==> src/rtl/acc_seq_unit_pkg.sv <==
// Shared types and constants for the accumulator sequencing unit.
// Op-code enumeration, ALU select encodings, FSM states and the default width.
package acc_seq_unit_pkg;

  localparam int WIDTH_DEF = 16;

  typedef enum logic [3:0] {
    OP_NOP = 4'd0,
    OP_CLA = 4'd1,
    OP_CLE = 4'd2,
    OP_CMA = 4'd3,
    OP_CME = 4'd4,
    OP_CIR = 4'd5,
    OP_CIL = 4'd6,
    OP_INC = 4'd7,
    OP_SZA = 4'd8,
    OP_SNA = 4'd9,
    OP_SZE = 4'd10,
    OP_ADD = 4'd11,
    OP_AND = 4'd12,
    OP_LDA = 4'd13
  } op_e;

  localparam logic [2:0] ALU_ADD  = 3'b000;
  localparam logic [2:0] ALU_AND  = 3'b001;
  localparam logic [2:0] ALU_XFER = 3'b010;
  localparam logic [2:0] ALU_CMPL = 3'b011;
  localparam logic [2:0] ALU_SHR  = 3'b100;
  localparam logic [2:0] ALU_SHL  = 3'b101;

  typedef enum logic {
    ST_IDLE = 1'b0,
    ST_EXEC = 1'b1
  } state_e;

endpackage

==> src/rtl/acc_seq_unit_flag_gen.sv <==
// Combinational zero/negative detection on a WIDTH-bit value.
module acc_flag_gen #(
  parameter int WIDTH = 16
) (
  input  logic [WIDTH-1:0] value,
  output logic             z,
  output logic             n
);

  assign z = ~|value;
  assign n = value[WIDTH-1];

endmodule

==> src/rtl/acc_seq_unit.sv <==
// Two-state accumulator sequencer driving an external ALU; one op retired every 2 cycles.
// Optional skip tests (SZA/SNA/SZE) are enabled by defining ACC_SKIP_TESTS_EN.
module acc_seq_unit
  import acc_seq_unit_pkg::*;
#(
  parameter int WIDTH = WIDTH_DEF
) (
  input  logic             clk,
  input  logic             rst_n,
  input  logic             op_valid,
  output logic             op_ready,
  input  logic [3:0]       op_code,
  input  logic [WIDTH-1:0] dr_in,
  output logic [2:0]       alu_sel,
  output logic [WIDTH-1:0] alu_ac,
  output logic [WIDTH-1:0] alu_dr,
  output logic             alu_e,
  input  logic [WIDTH-1:0] alu_result,
  input  logic             alu_co,
  input  logic             alu_ovf,
  output logic [WIDTH-1:0] ac,
  output logic             e,
  output logic             flag_co,
  output logic             flag_ovf,
  output logic             flag_n,
  output logic             flag_z,
  output logic             skip,
  output logic             done
);

  state_e           state, state_nxt;
  logic [3:0]       op_q;
  logic [WIDTH-1:0] dr_q;
  logic             ac_lsb_q, ac_msb_q;

  logic [WIDTH-1:0] ac_nxt;
  logic             e_nxt, wr_flags, co_nxt, ovf_nxt, skip_nxt;
  logic             z_nxt, n_nxt;
  logic [WIDTH-1:0] inc_sum;
  logic             inc_co;

  assign alu_ac = ac;
  assign alu_dr = dr_q;
  assign alu_e  = e;

  always_ff @(posedge clk or negedge rst_n) begin
    if (!rst_n) state <= ST_IDLE;
    else        state <= state_nxt;
  end

  always_comb begin
    state_nxt = state;
    op_ready  = 1'b0;
    alu_sel   = ALU_ADD;
    case (state)
      ST_IDLE: begin
        op_ready = 1'b1;
        if (op_valid) state_nxt = ST_EXEC;
      end
      ST_EXEC: begin
        state_nxt = ST_IDLE;
        case (op_q)
          OP_CMA:  alu_sel = ALU_CMPL;
          OP_CIR:  alu_sel = ALU_SHR;
          OP_CIL:  alu_sel = ALU_SHL;
          OP_ADD:  alu_sel = ALU_ADD;
          OP_AND:  alu_sel = ALU_AND;
          OP_LDA:  alu_sel = ALU_XFER;
          default: alu_sel = ALU_ADD;
        endcase
      end
      default: state_nxt = ST_IDLE;
    endcase
  end

  assign {inc_co, inc_sum} = {1'b0, ac} + {{WIDTH{1'b0}}, 1'b1};

  // Result selection; only committed when the FSM is in EXEC.
  always_comb begin
    ac_nxt   = ac;
    e_nxt    = e;
    wr_flags = 1'b0;
    co_nxt   = 1'b0;
    ovf_nxt  = 1'b0;
    skip_nxt = 1'b0;
    case (op_q)
      OP_CLA: begin
        ac_nxt   = '0;
        wr_flags = 1'b1;
      end
      OP_CLE: e_nxt = 1'b0;
      OP_CME: e_nxt = ~e;
      OP_CMA, OP_AND, OP_LDA: begin
        ac_nxt   = alu_result;
        wr_flags = 1'b1;
      end
      OP_CIR: begin
        ac_nxt   = alu_result;
        e_nxt    = ac_lsb_q;
        wr_flags = 1'b1;
      end
      OP_CIL: begin
        ac_nxt   = alu_result;
        e_nxt    = ac_msb_q;
        wr_flags = 1'b1;
      end
      OP_ADD: begin
        ac_nxt   = alu_result;
        e_nxt    = alu_co;
        co_nxt   = alu_co;
        ovf_nxt  = alu_ovf;
        wr_flags = 1'b1;
      end
      OP_INC: begin
        ac_nxt   = inc_sum;
        e_nxt    = inc_co;
        co_nxt   = inc_co;
        wr_flags = 1'b1;
      end
`ifdef ACC_SKIP_TESTS_EN
      OP_SZA: skip_nxt = ~|ac;
      OP_SNA: skip_nxt = ac[WIDTH-1];
      OP_SZE: skip_nxt = ~e;
`endif
      default: ;
    endcase
  end

  acc_flag_gen #(.WIDTH(WIDTH)) u_flag_gen (
    .value (ac_nxt),
    .z     (z_nxt),
    .n     (n_nxt)
  );

  always_ff @(posedge clk or negedge rst_n) begin
    if (!rst_n) begin
      op_q     <= 4'd0;
      dr_q     <= '0;
      ac_lsb_q <= 1'b0;
      ac_msb_q <= 1'b0;
      ac       <= '0;
      e        <= 1'b0;
      flag_co  <= 1'b0;
      flag_ovf <= 1'b0;
      flag_n   <= 1'b0;
      flag_z   <= 1'b0;
      skip     <= 1'b0;
      done     <= 1'b0;
    end else begin
      if (op_valid && op_ready) begin
        op_q     <= op_code;
        dr_q     <= dr_in;
        ac_lsb_q <= ac[0];
        ac_msb_q <= ac[WIDTH-1];
      end
      if (state == ST_EXEC) begin
        ac   <= ac_nxt;
        e    <= e_nxt;
        done <= 1'b1;
        skip <= skip_nxt;
        if (wr_flags) begin
          flag_co  <= co_nxt;
          flag_ovf <= ovf_nxt;
          flag_n   <= n_nxt;
          flag_z   <= z_nxt;
        end
      end else begin
        done <= 1'b0;
        skip <= 1'b0;
      end
    end
  end

endmodule

==> config.mk <==
export PLATFORM = sky130hd
export DESIGN_NAME = acc_seq_unit
export DESIGN_NICKNAME = d
export VERILOG_FILES = /design/src/rtl/acc_seq_unit_pkg.sv /design/src/rtl/acc_seq_unit_flag_gen.sv /design/src/rtl/acc_seq_unit.sv
export SDC_FILE = /design/constraint.sdc
export NUM_CORES = 1
export LEC_CHECK = 0
export ABC_AREA = 1
export BUFFER_PORTS_ARGS = -buffer_cell sky130_fd_sc_hd__buf_2
export CAP_MARGIN = 20
export CORE_ASPECT_RATIO = 0.7
export CORE_UTILIZATION = 50
export DETAILED_ROUTE_END_ITERATION = 8
export PLACE_DENSITY = 0.8
export SLEW_MARGIN = 20
export SYNTH_ARGS = -nofsm -noshare
export SYNTH_HDL_FRONTEND = slang
export SYNTH_SLANG_ARGS = --single-unit
export TNS_END_PERCENT = 50
==> constraint.sdc <==
create_clock -name clk -period 2 [get_ports clk]
set_clock_uncertainty 0.05 [all_clocks]
set_input_delay 0.2 -clock clk [delete_from_list [all_inputs] [get_ports clk]]
set_output_delay 0.2 -clock clk [all_outputs]
set_load 0.05 [all_outputs]
==> flow_metrics.env <==
export IMPL_ir_drop_uv=758
export IMPL_place_hpwl_um=5900
export IMPL_vias_in_the_first_global_route=2512
export IMPL_power_static_leakage_nw=1.98
export IMPL_cts_buffers=5
export IMPL_critical_path_reg2reg_startpoint="ac[1]$_DFFE_PN0P_"
export IMPL_holdWs_ns=0.0443
export IMPL_worst_setup_path_endpoint="alu_sel[0]"
export IMPL_layout_drive_gt1_share_pct=31.5
export IMPL_tns_ns=0
export IMPL_grt_start_max_net_pins=28
export IMPL_layout_common_cells="sky130_fd_sc_hd__nand2_1, sky130_fd_sc_hd__buf_2, sky130_fd_sc_hd__nand3_1, sky130_fd_sc_hd__dfrtp_1, sky130_fd_sc_hd__nor2_1"
export IMPL_clock_input_transition_at_the_sequential_cells_of_the_worst_setup_and_hold_paths_ns=0.09
export IMPL_max_clock_path_buffers=2
export IMPL_setup_repair_after_global_routing_missed_its_margin="true"
export IMPL_diodes=0
export IMPL_post_synth_top_area_cell="sky130_fd_sc_hd__dfrtp_1"
export IMPL_fp_dieArea_mm2=0.00594
export IMPL_pwr_density_cell_mw_per_mm2=1300
export IMPL_maxSlewViolCount=0
export IMPL_relSlewSlack_pct=54.0
export IMPL_hold_crit_class="in -> reg"
export IMPL_ys_ff_latch=45
export IMPL_viasPerCell=5.28
export IMPL_netlist_area_mm2=0.00282
export IMPL_mostFrequentLayoutCell="sky130_fd_sc_hd__nand2_1"
export IMPL_fraction_of_post_synthesis_cell_area_in_the_top_cell_type_by_area_pct=40.0
export IMPL_cts_setup_buffers=0
export IMPL_first_pass_iters=6
export IMPL_chipHeight_um=64.8
export IMPL_cts_root_buffer_cell="sky130_fd_sc_hd__clkbuf_8"
export IMPL_critical_path_max_stage_delay_ns=0.43
export IMPL_nFillCells=480
export IMPL_num_nets_final=545
export IMPL_initial_core_util_pct=52.7
export IMPL_synth_lib_cells_used_distinct=28
export IMPL_critPathKind="reg -> out"
export IMPL_global_route_usage_total_pct=27.2
export IMPL_port_bufs=99
export IMPL_critPathSlowestCell="sky130_fd_sc_hd__dfrtp_1"
export IMPL_critical_path_cell_chain="inv_2 -> nand2_1 -> nor2_4 -> buf_4 -> o21ai_0 -> inv_1 -> clkbuf_4"
export IMPL_placeableCoreArea_mm2=0.00534
export IMPL_remaining_drc_errors=0
export IMPL_finalCritPeriodShare_pct=92.8
export IMPL_syn_to_final_growth_pct=25.2
export IMPL_hold_viol=0
export IMPL_timing_critical_path_required_ns=1.75
export IMPL_finalNonFillerCells=576
export IMPL_io_pin_count=101
export IMPL_placement_rows=22
export IMPL_shortest_clock_period_the_worst_path_allows_after_layout_ns=1.86
export IMPL_grt_antenna_before_repair=0
export IMPL_die_w_um=91.7
export IMPL_gpl_final_weighted_congestion=0.901
export IMPL_setup_reg_to_reg_worst_slack_ns=0.14
export IMPL_drt_first_iter_violations=264
export IMPL_worst_pin_slew_ns=0.690
export IMPL_outcome="complete, no violations"
export IMPL_setup_viol=0
export IMPL_clkLatencyLatePin_ns=0.30
export IMPL_cts_tree="built"
export IMPL_synth_avg_cell_area_um2=6.88
export IMPL_postRouteWirelength_um=8010
export IMPL_timing_max_cap_violations=0
export IMPL_r2r_worst_path_cells=13
export IMPL_cts_num_sinks=45
export IMPL_r2r_end="flag_z$_DFFE_PN0P_"
export IMPL_critical_path_max_fanout=4
export IMPL_dpl_cell_count=565
export IMPL_postSynthNetCount=451
export IMPL_post_synth_main_area_contributors="sky130_fd_sc_hd__dfrtp_1, sky130_fd_sc_hd__nand2_1, sky130_fd_sc_hd__nand3_1"
export IMPL_post_synth_inst_count=409
export IMPL_cts_htree_levels=2
export IMPL_crit_path_start_kind="flip-flop"
export IMPL_max_freq_mhz=539
export IMPL_design_power_total_mw=4.57
export IMPL_critical_path_startpoint="op_q[0]$_DFFE_PN0P_"
export IMPL_worst_setup_path_end_kind="output pin"
export IMPL_wl_per_cell_um=13.9
export IMPL_finalCoreUtilization_pct=66.0
export IMPL_antenna_left=0
export IMPL_route_vias_total=3042
export IMPL_seq_area_frac_synth_pct=40.0
export IMPL_yosysWarnings=0
export IMPL_gr_total_overflow=0
export IMPL_grt_first_pass_wirelength_um=12500
export IMPL_worstPathArrival_ns=1.61
==> critical path: cells and delay by family (launching register included) <==
kind,cells,cell delay (ns)
buf+inv,4,0.51
flops,1,0.43
simple gates,2,0.30
compound gates,1,0.08
==> metal layers <==
metal	wire [um]	GRT usage [%]	vias to the layer above	share of wire, %
met1	3650	42.1	1357	46
met5	0	0	-	0
met2	3390	40.2	204	42
met3	879	4.69	17	11
met4	94	4.17	0	1.2
li1	-	-	1464	-
==> state kept, by name, summed over array words and instances, names as in the netlist <==
signal	cells
ac	16
alu_dr	16
op_q	4
ac_lsb_q	1
ac_msb_q	1
alu_e	1
done	1
flag_co	1
flag_n	1
flag_ovf	1
flag_z	1
state	1
==> report_power, final <==
group	internal (mW)	leakage, nW	switching (mW)	total (mW)
Clock	0.374	0.0543	0.329	0.703
Combinational	0.632	1.36	1.89	2.52
Sequential	1.11	0.565	0.226	1.34
Total	2.12	1.98	2.45	4.57
==> how the worst min path moves through the flow <==
stage | to | slack, ns | depth (start not counted) | startpoint
2_1_floorplan | ac[0]$_DFFE_PN0P_ | -0.15 | 0 | rst_n
3_3_place_gp | alu_dr[3]$_DFFE_PN0P_ | 0.19 | 1 | rst_n
3_5_place_dp | alu_dr[3]$_DFFE_PN0P_ | 0.19 | 1 | rst_n
4_1_cts | alu_dr[14]$_DFFE_PN0P_ | 0.04 | 3 | dr_in[14]
5_1_grt | alu_dr[6]$_DFFE_PN0P_ | 0.04 | 3 | dr_in[6]
6_report | alu_dr[6]$_DFFE_PN0P_ | 0.04 | 3 | dr_in[6]
==> final cells by class <==
class | instances | area, um2 | area share (%)
Multi-Input combinational cell | 303 | 1410 | 40.1
Inverter | 32 | 124 | 3.52
Sequential cell | 45 | 1130 | 32.0
Clock buffer | 5 | 68.8 | 1.95
Timing Repair inverter | 1 | 7.51 | 0.213
Clock inverter | 3 | 46.3 | 1.31
Timing Repair Buffer | 115 | 646 | 18.3
Tap cell | 72 | 90.1 | 2.56
==> Yosys cell counts <==
cell and count:
sky130_fd_sc_hd__a21o_1 1, sky130_fd_sc_hd__a21oi_1 5, sky130_fd_sc_hd__a32oi_1 1, sky130_fd_sc_hd__buf_1 2, sky130_fd_sc_hd__buf_2 1, sky130_fd_sc_hd__buf_4 19
sky130_fd_sc_hd__buf_6 2, sky130_fd_sc_hd__clkbuf_1 6, sky130_fd_sc_hd__conb_1 1, sky130_fd_sc_hd__dfrtp_1 45, sky130_fd_sc_hd__ha_1 1, sky130_fd_sc_hd__inv_1 27
sky130_fd_sc_hd__inv_2 5, sky130_fd_sc_hd__nand2_1 156, sky130_fd_sc_hd__nand2_2 9, sky130_fd_sc_hd__nand3_1 49, sky130_fd_sc_hd__nand3_2 3, sky130_fd_sc_hd__nand3_4 1
sky130_fd_sc_hd__nand4_1 4, sky130_fd_sc_hd__nor2_1 36, sky130_fd_sc_hd__nor2_2 3, sky130_fd_sc_hd__nor2_4 4, sky130_fd_sc_hd__nor3_1 1, sky130_fd_sc_hd__o21ai_0 23
sky130_fd_sc_hd__o21ai_2 1, sky130_fd_sc_hd__o21bai_1 1, sky130_fd_sc_hd__o31ai_1 1, sky130_fd_sc_hd__xor2_1 1
==> metrics by stage <==
| step | cell area (um2) | setup slack, ns |
|---|---|---|
| final | 3520 | 0.143 |
| after global routing | 3520 | -0.0143 |
| after CTS | 3460 | 0.0904 |
| after detailed placement | 3340 | 0.106 |
| after global placement | 3340 | 0.105 |
| after floorplan | 2820 | -0.234 |
==> kinds of logic (layout without fill, tap and decap cells) <==
family | Yosys count | count (layout) | synth area share, %
AND/OR/NAND/NOR | 266 | 267 | 41.3
buffers and inverters | 62 | 156 | 11.4
flip-flops | 45 | 45 | 40.0
AO/OA/AOI/OAI | 33 | 33 | 6.40
XOR/XNOR | 1 | 1 | 0.311
other | 1 | 1 | 0.133
adder cells (fa/ha/maj) | 1 | 1 | 0.444
==> what timing repair did <==
action,in CTS,in global routing
hold buffers,1,0
endpoints found under the hold margin,25,0
gates resized for setup,0,15
endpoints found under the setup margin,0,2
(Power assumes the default switching activity.)
